--- config.mk ---
export PLATFORM = sky130hd
export DESIGN_NAME = linear_mac_sched_flat
export DESIGN_NICKNAME = d
export VERILOG_FILES = /design/src/rtl/linear_pkg.sv /design/src/rtl/linear_mac_sched_if.sv /design/src/rtl/linear_sched_pipe.sv /design/src/rtl/linear_mac_sched.sv /design/src/flat_wrapper.sv
export SDC_FILE = /design/constraint.sdc
export NUM_CORES = 1
export LEC_CHECK = 0
export ABC_CLOCK_PERIOD_IN_PS = 2770
export BUFFER_PORTS_ARGS = -buffer_cell sky130_fd_sc_hd__buf_2
export CAP_MARGIN = 20
export CORE_ASPECT_RATIO = 1.5
export CORE_MARGIN = 3
export CORE_UTILIZATION = 52
export CTS_BUF_LIST = sky130_fd_sc_hd__clkbuf_16
export CTS_CLUSTER_SIZE = 20
export DETAILED_ROUTE_END_ITERATION = 8
export GPL_TIMING_DRIVEN = 0
export PLACE_DENSITY = 0.85
export SKIP_LAST_GASP = 1
export SYNTH_ARGS = -nofsm -noshare
export SYNTH_HDL_FRONTEND = slang
export SYNTH_SLANG_ARGS = --single-unit
--- constraint.sdc ---
create_clock -name clk -period 2.77 [get_ports clk]
set_clock_uncertainty 0.05 [all_clocks]
set_input_delay 0.554 -clock clk [delete_from_list [all_inputs] [get_ports clk]]
set_output_delay 0.554 -clock clk [all_outputs]
set_load 0.005 [all_outputs]
--- src/rtl/linear_pkg.sv ---
// Shared types for the fully-connected layer sequencer: FSM states, beat tags
// travelling alongside memory reads, and the performance counter width.
package linear_pkg;

    typedef enum logic [1:0] {
        IDLE,
        RUN,
        DRAIN,
        DONE
    } sched_state_t;

    localparam int unsigned TAG_IDX_W = 16;
    localparam int unsigned PERF_W    = 32;

    typedef struct packed {
        logic                 valid;
        logic                 first;
        logic                 last;
        logic [TAG_IDX_W-1:0] idx;
    } beat_tag_t;

endpackage

--- src/rtl/linear_mac_sched_if.sv ---
// Control, memory-read, accumulate and result-stream signals of the layer
// sequencer; master is the sequencer, slave is the surrounding datapath/consumer.
interface linear_mac_sched_if
    import linear_pkg::*;
#(
    parameter int unsigned IN_FEATURES  = 576,
    parameter int unsigned OUT_FEATURES = 1280
);
    localparam int unsigned IN_W = $clog2(IN_FEATURES);
    localparam int unsigned W_W  = $clog2(OUT_FEATURES * IN_FEATURES);
    localparam int unsigned B_W  = $clog2(OUT_FEATURES);

    logic              start;
    logic              busy;
    logic              done;
    logic              mem_rd;
    logic [IN_W-1:0]   in_addr;
    logic [W_W-1:0]    w_addr;
    logic [B_W-1:0]    b_addr;
    logic              acc_first;
    logic              acc_en;
    logic              acc_last;
    logic              wb_en;
    logic              out_valid;
    logic [B_W-1:0]    out_idx;
    logic              out_ready;
    logic [PERF_W-1:0] perf_cycles;
    logic [PERF_W-1:0] perf_stalls;

    modport master (
        input  start, out_ready,
        output busy, done, mem_rd, in_addr, w_addr, b_addr,
               acc_first, acc_en, acc_last, wb_en, out_valid, out_idx,
               perf_cycles, perf_stalls
    );

    modport slave (
        output start, out_ready,
        input  busy, done, mem_rd, in_addr, w_addr, b_addr,
               acc_first, acc_en, acc_last, wb_en, out_valid, out_idx,
               perf_cycles, perf_stalls
    );

endinterface

--- src/rtl/linear_sched_pipe.sv ---
// Delay line that keeps beat tags aligned with memory read data; DEPTH equals
// the memory read latency. Cleared asynchronously so an abort drops in-flight beats.
module linear_sched_pipe
    import linear_pkg::*;
#(
    parameter int unsigned DEPTH = 1
) (
    input  logic      clk,
    input  logic      rst_n,
    input  beat_tag_t tag_in,
    output beat_tag_t tag_out,
    output logic      any_valid
);

    beat_tag_t stage [DEPTH];

    always_ff @(posedge clk or negedge rst_n) begin
        if (!rst_n) begin
            for (int unsigned k = 0; k < DEPTH; k++) stage[k] <= '0;
        end else begin
            stage[0] <= tag_in;
            for (int unsigned k = 1; k < DEPTH; k++) stage[k] <= stage[k-1];
        end
    end

    assign tag_out = stage[DEPTH-1];

    always_comb begin
        any_valid = 1'b0;
        for (int unsigned k = 0; k < DEPTH; k++) any_valid = any_valid | stage[k].valid;
    end

endmodule

--- src/rtl/linear_mac_sched.sv ---
// Sequencer for the time-multiplexed fully-connected layer MAC datapath.
// Optional busy/stall performance counters are built when LINEAR_SCHED_PERF_EN is defined.
module linear_mac_sched
    import linear_pkg::*;
#(
    parameter int unsigned IN_FEATURES  = 576,
    parameter int unsigned OUT_FEATURES = 1280,
    parameter int unsigned MEM_LAT      = 1
) (
    input logic                clk,
    input logic                rst_n,
    linear_mac_sched_if.master bus
);

    localparam int unsigned IN_W = $clog2(IN_FEATURES);
    localparam int unsigned W_W  = $clog2(OUT_FEATURES * IN_FEATURES);
    localparam int unsigned B_W  = $clog2(OUT_FEATURES);

    sched_state_t    state, state_next;
    logic [IN_W-1:0] i_cnt;
    logic [B_W-1:0]  o_cnt;
    logic [W_W-1:0]  w_cnt;
    logic            rd;
    logic            stall;
    logic            row_end;
    logic            last_pos;
    logic            start_acc;
    logic            pipe_busy;
    beat_tag_t       tag_in, tag_out;
    logic            wb_q;
    logic [B_W-1:0]  wb_idx;
    logic            ov_q;
    logic [B_W-1:0]  out_idx_q;

    assign stall     = ov_q && !bus.out_ready;
    assign row_end   = (i_cnt == IN_W'(IN_FEATURES - 1));
    assign last_pos  = row_end && (o_cnt == B_W'(OUT_FEATURES - 1));
    assign start_acc = (state == IDLE) && bus.start;

    always_ff @(posedge clk or negedge rst_n) begin
        if (!rst_n) state <= IDLE;
        else        state <= state_next;
    end

    always_comb begin
        state_next = state;
        rd         = 1'b0;
        unique case (state)
            IDLE:  if (bus.start) state_next = RUN;
            RUN: begin
                rd = !stall;
                if (!stall && last_pos) state_next = DRAIN;
            end
            // Leave only once no beat or write-back remains and the last row is taken.
            DRAIN: if (!pipe_busy && !wb_q && ov_q && bus.out_ready) state_next = DONE;
            DONE:  state_next = IDLE;
            default: state_next = IDLE;
        endcase
    end

    always_ff @(posedge clk or negedge rst_n) begin
        if (!rst_n) begin
            i_cnt <= '0;
            o_cnt <= '0;
            w_cnt <= '0;
        end else if (start_acc) begin
            i_cnt <= '0;
            o_cnt <= '0;
            w_cnt <= '0;
        end else if (rd) begin
            if (row_end) begin
                i_cnt <= '0;
                o_cnt <= last_pos ? '0 : o_cnt + 1'b1;
            end else begin
                i_cnt <= i_cnt + 1'b1;
            end
            w_cnt <= last_pos ? '0 : w_cnt + 1'b1;
        end
    end

    always_comb begin
        tag_in       = '0;
        tag_in.valid = rd;
        tag_in.first = rd && (i_cnt == '0);
        tag_in.last  = rd && row_end;
        tag_in.idx   = TAG_IDX_W'(o_cnt);
    end

    linear_sched_pipe #(
        .DEPTH(MEM_LAT)
    ) u_pipe (
        .clk      (clk),
        .rst_n    (rst_n),
        .tag_in   (tag_in),
        .tag_out  (tag_out),
        .any_valid(pipe_busy)
    );

    always_ff @(posedge clk or negedge rst_n) begin
        if (!rst_n) begin
            wb_q      <= 1'b0;
            wb_idx    <= '0;
            ov_q      <= 1'b0;
            out_idx_q <= '0;
        end else begin
            wb_q <= tag_out.valid && tag_out.last;
            if (tag_out.valid && tag_out.last) wb_idx <= B_W'(tag_out.idx);
            if (wb_q) begin
                ov_q      <= 1'b1;
                out_idx_q <= wb_idx;
            end else if (ov_q && bus.out_ready) begin
                ov_q <= 1'b0;
            end
        end
    end

    assign bus.busy      = (state != IDLE);
    assign bus.done      = (state == DONE);
    assign bus.mem_rd    = rd;
    assign bus.in_addr   = i_cnt;
    assign bus.w_addr    = w_cnt;
    assign bus.b_addr    = o_cnt;
    assign bus.acc_en    = tag_out.valid;
    assign bus.acc_first = tag_out.valid && tag_out.first;
    assign bus.acc_last  = tag_out.valid && tag_out.last;
    assign bus.wb_en     = wb_q;
    assign bus.out_valid = ov_q;
    assign bus.out_idx   = out_idx_q;

`ifdef LINEAR_SCHED_PERF_EN
    logic [PERF_W-1:0] cyc_q, stl_q;

    always_ff @(posedge clk or negedge rst_n) begin
        if (!rst_n) begin
            cyc_q <= '0;
            stl_q <= '0;
        end else if (start_acc) begin
            cyc_q <= '0;
            stl_q <= '0;
        end else if (state != IDLE) begin
            if (cyc_q != '1)          cyc_q <= cyc_q + 1'b1;
            if (stall && stl_q != '1) stl_q <= stl_q + 1'b1;
        end
    end

    assign bus.perf_cycles = cyc_q;
    assign bus.perf_stalls = stl_q;
`else
    assign bus.perf_cycles = '0;
    assign bus.perf_stalls = '0;
`endif

endmodule

--- src/flat_wrapper.sv ---
// flat-port wrapper written by rule: the top's interface ports become plain ports
module linear_mac_sched_flat import linear_pkg::*;
#(
    parameter int unsigned IN_FEATURES  = 576,
    parameter int unsigned OUT_FEATURES = 1280,
    parameter int unsigned MEM_LAT      = 1
)
  (clk, rst_n, bus_start, bus_out_ready, bus_busy, bus_done, bus_mem_rd, bus_in_addr, bus_w_addr, bus_b_addr, bus_acc_first, bus_acc_en, bus_acc_last, bus_wb_en, bus_out_valid, bus_out_idx, bus_perf_cycles, bus_perf_stalls);
  linear_mac_sched_if #(.IN_FEATURES(IN_FEATURES), .OUT_FEATURES(OUT_FEATURES)) bus_i ();
  input logic clk;
  input logic rst_n;
  input wire logic [$bits(bus_i.start)-1:0] bus_start;
  input wire logic [$bits(bus_i.out_ready)-1:0] bus_out_ready;
  output wire logic [$bits(bus_i.busy)-1:0] bus_busy;
  output wire logic [$bits(bus_i.done)-1:0] bus_done;
  output wire logic [$bits(bus_i.mem_rd)-1:0] bus_mem_rd;
  output wire logic [$bits(bus_i.in_addr)-1:0] bus_in_addr;
  output wire logic [$bits(bus_i.w_addr)-1:0] bus_w_addr;
  output wire logic [$bits(bus_i.b_addr)-1:0] bus_b_addr;
  output wire logic [$bits(bus_i.acc_first)-1:0] bus_acc_first;
  output wire logic [$bits(bus_i.acc_en)-1:0] bus_acc_en;
  output wire logic [$bits(bus_i.acc_last)-1:0] bus_acc_last;
  output wire logic [$bits(bus_i.wb_en)-1:0] bus_wb_en;
  output wire logic [$bits(bus_i.out_valid)-1:0] bus_out_valid;
  output wire logic [$bits(bus_i.out_idx)-1:0] bus_out_idx;
  output wire logic [$bits(bus_i.perf_cycles)-1:0] bus_perf_cycles;
  output wire logic [$bits(bus_i.perf_stalls)-1:0] bus_perf_stalls;
  assign bus_i.start = bus_start;
  assign bus_i.out_ready = bus_out_ready;
  assign bus_busy = bus_i.busy;
  assign bus_done = bus_i.done;
  assign bus_mem_rd = bus_i.mem_rd;
  assign bus_in_addr = bus_i.in_addr;
  assign bus_w_addr = bus_i.w_addr;
  assign bus_b_addr = bus_i.b_addr;
  assign bus_acc_first = bus_i.acc_first;
  assign bus_acc_en = bus_i.acc_en;
  assign bus_acc_last = bus_i.acc_last;
  assign bus_wb_en = bus_i.wb_en;
  assign bus_out_valid = bus_i.out_valid;
  assign bus_out_idx = bus_i.out_idx;
  assign bus_perf_cycles = bus_i.perf_cycles;
  assign bus_perf_stalls = bus_i.perf_stalls;
  linear_mac_sched #(.IN_FEATURES(IN_FEATURES), .OUT_FEATURES(OUT_FEATURES), .MEM_LAT(MEM_LAT)) u_core (.clk(clk), .rst_n(rst_n), .bus(bus_i));
endmodule
==> metrics.json <==
{
  "fin_nets": {"value": 571},
  "grt_antenna_before_repair": {"value": 0},
  "post_dp_cell_area": {"value": 0.00502, "unit": "mm^2"},
  "sum_of_overflow_across_all_layers_after_global_routing": {"value": 0},
  "timing_max_transition_violations_final": {"value": 0},
  "startpoint_type": {"value": "flop"},
  "clock_path_buffers": {"value": 2},
  "synthTopCellsByCount": {"value": "sky130_fd_sc_hd__dfrtp_1, sky130_fd_sc_hd__buf_4, sky130_fd_sc_hd__nor2_1"},
  "vias_in_the_first_global_route": {"value": 3498},
  "floorplan.die.width": {"value": 80.4, "unit": "um"},
  "placement_rows": {"value": 40},
  "maxCapViolations": {"value": 0},
  "max_clock_freq": {"value": 387, "unit": "MHz"},
  "r2r.worst_path.cells": {"value": 7},
  "cell_type_contributing_the_most_total_cell_area_after_synthesis": {"value": "sky130_fd_sc_hd__dfrtp_1"},
  "combinational_family_with_the_most_area_after_synthesis": {"value": "simple AND/OR/NAND/NOR gates"},
  "max_slew.worst_pin.slew": {"value": 0.552, "unit": "ns"},
  "place.gp.congestion": {"value": 0.884},
  "post_synth_xor_area_fraction": {"value": 2.64, "unit": "%"},
  "post_route_antenna_net_violation_count": {"value": 0},
  "netlist.area_leader.share": {"value": 47.0, "unit": "%"},
  "final-hold-violation-count": {"value": 0},
  "synth_area_leaders": {"value": "sky130_fd_sc_hd__dfrtp_1, sky130_fd_sc_hd__buf_4, sky130_fd_sc_hd__mux2_2"},
  "endpoint_kind": {"value": "output pin"},
  "effective_utilization_at_floorplan": {"value": 53.5, "unit": "%"},
  "p_per_area": {"value": 466, "unit": "mW/mm^2"},
  "crit_path_max_incr_delay": {"value": 0.41, "unit": "ns"},
  "timing.setup.critical_path_class": {"value": "flop to output pin"},
  "fin_crit": {"value": 2.58, "unit": "ns"},
  "diodes": {"value": 0},
  "leakage_power": {"value": 2.87, "unit": "nW"},
  "post_route_cells_drive_above_1_share": {"value": 33.7, "unit": "%"},
  "combinational_power_share": {"value": 4.8, "unit": "%"},
  "cts.clk_slew.worst_paths": {"value": 0.06, "unit": "ns"},
  "irDropWorstVdd": {"value": 0.355, "unit": "mV"},
  "report.power.total": {"value": 2.48, "unit": "mW"},
  "wl": {"value": 9880, "unit": "um"},
  "critPathMaxFanout": {"value": 11},
  "yosys_most_used_dff": {"value": "sky130_fd_sc_hd__dfrtp_1"},
  "tns": {"value": 0, "unit": "ns"},
  "cts_inserted_buffers": {"value": 9},
  "muxShareOfSynthArea": {"value": 6.93, "unit": "%"},
  "postSynthCellCount": {"value": 420},
  "placeable_core_area": {"value": 0.00806, "unit": "mm^2"},
  "grt_start_max_net_pins": {"value": 47},
  "yosys.cell_count.top_type": {"value": "sky130_fd_sc_hd__dfrtp_1"},
  "post_synth.cell_area_avg": {"value": 10.3, "unit": "um^2"},
  "synthesis.area": {"value": 0.00431, "unit": "mm^2"},
  "critical-path-top-delay-family": {"value": "buffers and inverters"},
  "synth_fa_ha_area_share": {"value": 2.61, "unit": "%"},
  "timing.slew.headroom": {"value": 63.2, "unit": "%"},
  "count_of_routing_violations_after_the_opening_detailed_route_iteration": {"value": 242},
  "ys_warn_count": {"value": 0},
  "hold_ws": {"value": 0.121, "unit": "ns"},
  "worstHoldPathType": {"value": "input port to async pin"},
  "worstPathRequired": {"value": 2.17, "unit": "ns"},
  "placement.io_buffers": {"value": 63},
  "power.net_switching": {"value": 0.537, "unit": "mW"},
  "status": {"value": "finished clean"},
  "areaGrowthSynthToFinish": {"value": 23.3, "unit": "%"},
  "tritoncts_num_sinks": {"value": 81},
  "synth_simple_gate_area_share": {"value": 17.1, "unit": "%"},
  "p_sw_share": {"value": 21.7, "unit": "%"},
  "worst_ep_arrival_time": {"value": 1.98, "unit": "ns"},
  "rsz0062_at_grt": {"value": "no"},
  "post_cts_hold_buffer_count": {"value": 0},
  "drt-vias-per-instance": {"value": 5.15},
  "cpMaxStageDelayCell": {"value": "sky130_fd_sc_hd__dfrtp_1"},
  "postSynthRegisterBits": {"value": 81},
  "edff_count_synth": {"value": 0},
  "clk-insertion-delay-late": {"value": 0.35, "unit": "ns"},
  "design_area": {"value": 0.00532, "unit": "mm^2"},
  "path_cells": {"value": "inv_1 -> ha_1 -> nand2_1 -> inv_1 -> clkbuf_2 -> buf_2"},
  "die_height": {"value": 118, "unit": "um"},
  "path_depth": {"value": 6},
  "setup_violations": {"value": 0},
  "dieArea": {"value": 0.00945, "unit": "mm^2"},
  "first_pass_iteration_count_of_the_detailed_router": {"value": 5},
  "hpwlAfterDp": {"value": 7200, "unit": "um"},
  "drc_errors": {"value": 0},
  "critical_path.most_common_cell": {"value": "sky130_fd_sc_hd__inv_1"},
  "wl_per_cell": {"value": 14.8, "unit": "um"},
  "grt_first_pass_wirelength": {"value": 16200, "unit": "um"},
  "via_count": {"value": 3438},
  "post-route-period-util": {"value": 93.3, "unit": "%"},
  "clock_tree_from_tritoncts": {"value": "yes"},
  "cellInternalPower": {"value": 1.94, "unit": "mW"},
  "io_pins": {"value": 128},
  "ys_async_sr_fraction": {"value": 100, "unit": "%"},
  "synth_sequential_area_ratio": {"value": 47.0, "unit": "%"},
  "r2r_start": {"value": "u_core.bus.b_addr[0]"},
  "worst_setup_path_startpoint": {"value": "u_core.state[1]"},
  "synth-compound-area-share": {"value": 8.70, "unit": "%"},
  "clock_tree.root_cell": {"value": "sky130_fd_sc_hd__clkbuf_16"},
  "cts_max_level": {"value": 3},
  "grtUsageTotal": {"value": 21.9, "unit": "%"},
  "clock_power_share": {"value": 47.5, "unit": "%"},
  "cp.buffers_inverters": {"value": 4},
  "power_frac_seq": {"value": 47.8, "unit": "%"},
  "yosys.cell_types.count": {"value": 48}
}
## timing repair
action	CTS	global route
setup endpoints to repair	0	10
buffers inserted	0	0
resized for setup	0	3
## power groups by stage
| stage | sequential, mW | clock [mW] | combinational [mW] |
|---|---|---|---|
| floorplan | 1.21 | 0 | 0.0845 |
| global placement | 1.20 | 0 | 0.110 |
| detailed placement | 1.20 | 0 | 0.114 |
| CTS | 1.18 | 1.19 | 0.115 |
| global route | 1.18 | 1.24 | 0.134 |
| finish | 1.18 | 1.18 | 0.118 |
## layout by cell type (no fill, tap or decap), types with 3 or more instances in the layout
cell                        count
sky130_fd_sc_hd__ha_1           9
sky130_fd_sc_hd__a41oi_1        3
sky130_fd_sc_hd__o21ai_0       20
sky130_fd_sc_hd__o31ai_1        3
sky130_fd_sc_hd__nor4_1         5
sky130_fd_sc_hd__xnor2_1        6
sky130_fd_sc_hd__nand2_1       27
sky130_fd_sc_hd__mux2_2        23
sky130_fd_sc_hd__dfrtp_1       81
sky130_fd_sc_hd__o41ai_1        4
sky130_fd_sc_hd__mux2i_1        4
sky130_fd_sc_hd__and3_1         5
sky130_fd_sc_hd__nand3_1       21
sky130_fd_sc_hd__buf_2         63
sky130_fd_sc_hd__and4_1         3
sky130_fd_sc_hd__or4_1          3
sky130_fd_sc_hd__clkbuf_1       8
sky130_fd_sc_hd__xor2_1         7
sky130_fd_sc_hd__and2_1         7
sky130_fd_sc_hd__or3_1          3
sky130_fd_sc_hd__nor3_1        11
sky130_fd_sc_hd__conb_1        64
sky130_fd_sc_hd__nand4_1       10
sky130_fd_sc_hd__buf_4         76
sky130_fd_sc_hd__inv_1         10
sky130_fd_sc_hd__nor2_1        27
sky130_fd_sc_hd__a21oi_1       12
sky130_fd_sc_hd__clkbuf_16      9
## layer usage
layer | GRT usage, % | vias to the layer above | part of all wire (%) | wire length [um]
met5 | 0 | - | 0 | 0
met4 | 12.1 | 0 | 3.6 | 357
met3 | 5.51 | 25 | 6.6 | 649
met2 | 37.6 | 161 | 53 | 5200
met1 | 24.1 | 1642 | 37 | 3670
li1 | - | 1610 | - | -
## final timing paths
kind                                                  to  slack (ns)
worst max-delay path                          bus_mem_rd        0.19
worst min-delay path               u_core.bus.out_idx[6]        0.12
worst max register to register      u_core.bus.w_addr[3]        0.28
worst min register to register  u_core.u_pipe.tag_out[7]        0.40
max in group asynchronous                u_core.state[0]        1.95
min in group clk                u_core.u_pipe.tag_out[7]        0.40
## stage by stage
step                      util (%)  std cells  setup WS, ns
after global placement        62.0        651         0.206
after floorplan                  -        483         0.705
final                         66.0        668         0.186
after CTS                     66.0        668       0.00704
after detailed placement      62.3        652         0.184
after global routing          66.0        668        0.0971
## worst register-to-register path: cells and delay by family, from the launching register on
family / cells / cell delay [ns]
compound gates: 1 / 0.14
buf+inv: 1 / 0.29
fa+ha+maj: 1 / 0.25
flops: 1 / 0.46
simple gates: 4 / 1.16
## cells by family after synthesis
kind of cell,count (synthesis)
AOI/OAI and AO/OA,58
muxes,27
xor gates and xnor gates,13
and+or+nand+nor,135
buffers and inverters,96
adders and majority gates,9
DFF,81
other,1
## layout make-up
class | instances | area (um^2)
Sequential cell | 81 | 2030
Clock inverter | 7 | 71.3
Buffer | 86 | 607
Multi-Input combinational cell | 306 | 1880
Inverter | 10 | 37.5
Timing Repair Buffer | 64 | 338
Clock buffer | 9 | 225
Fill cell | 653 | 2740
Tap cell | 105 | 131
## sequential cells by signal, indices dropped and copies added (netlist names)
name	cells
u_core.bus.out_idx	11
u_core.bus.b_addr	11
u_core.bus.in_addr	10
u_core.u_pipe.any_valid	1
u_core.wb_idx	11
u_core.state	2
u_core.bus.wb_en	1
u_core.u_pipe.tag_out	13
u_core.bus.out_valid	1
u_core.bus.w_addr	20
Power figures use the tool's default switching activity.
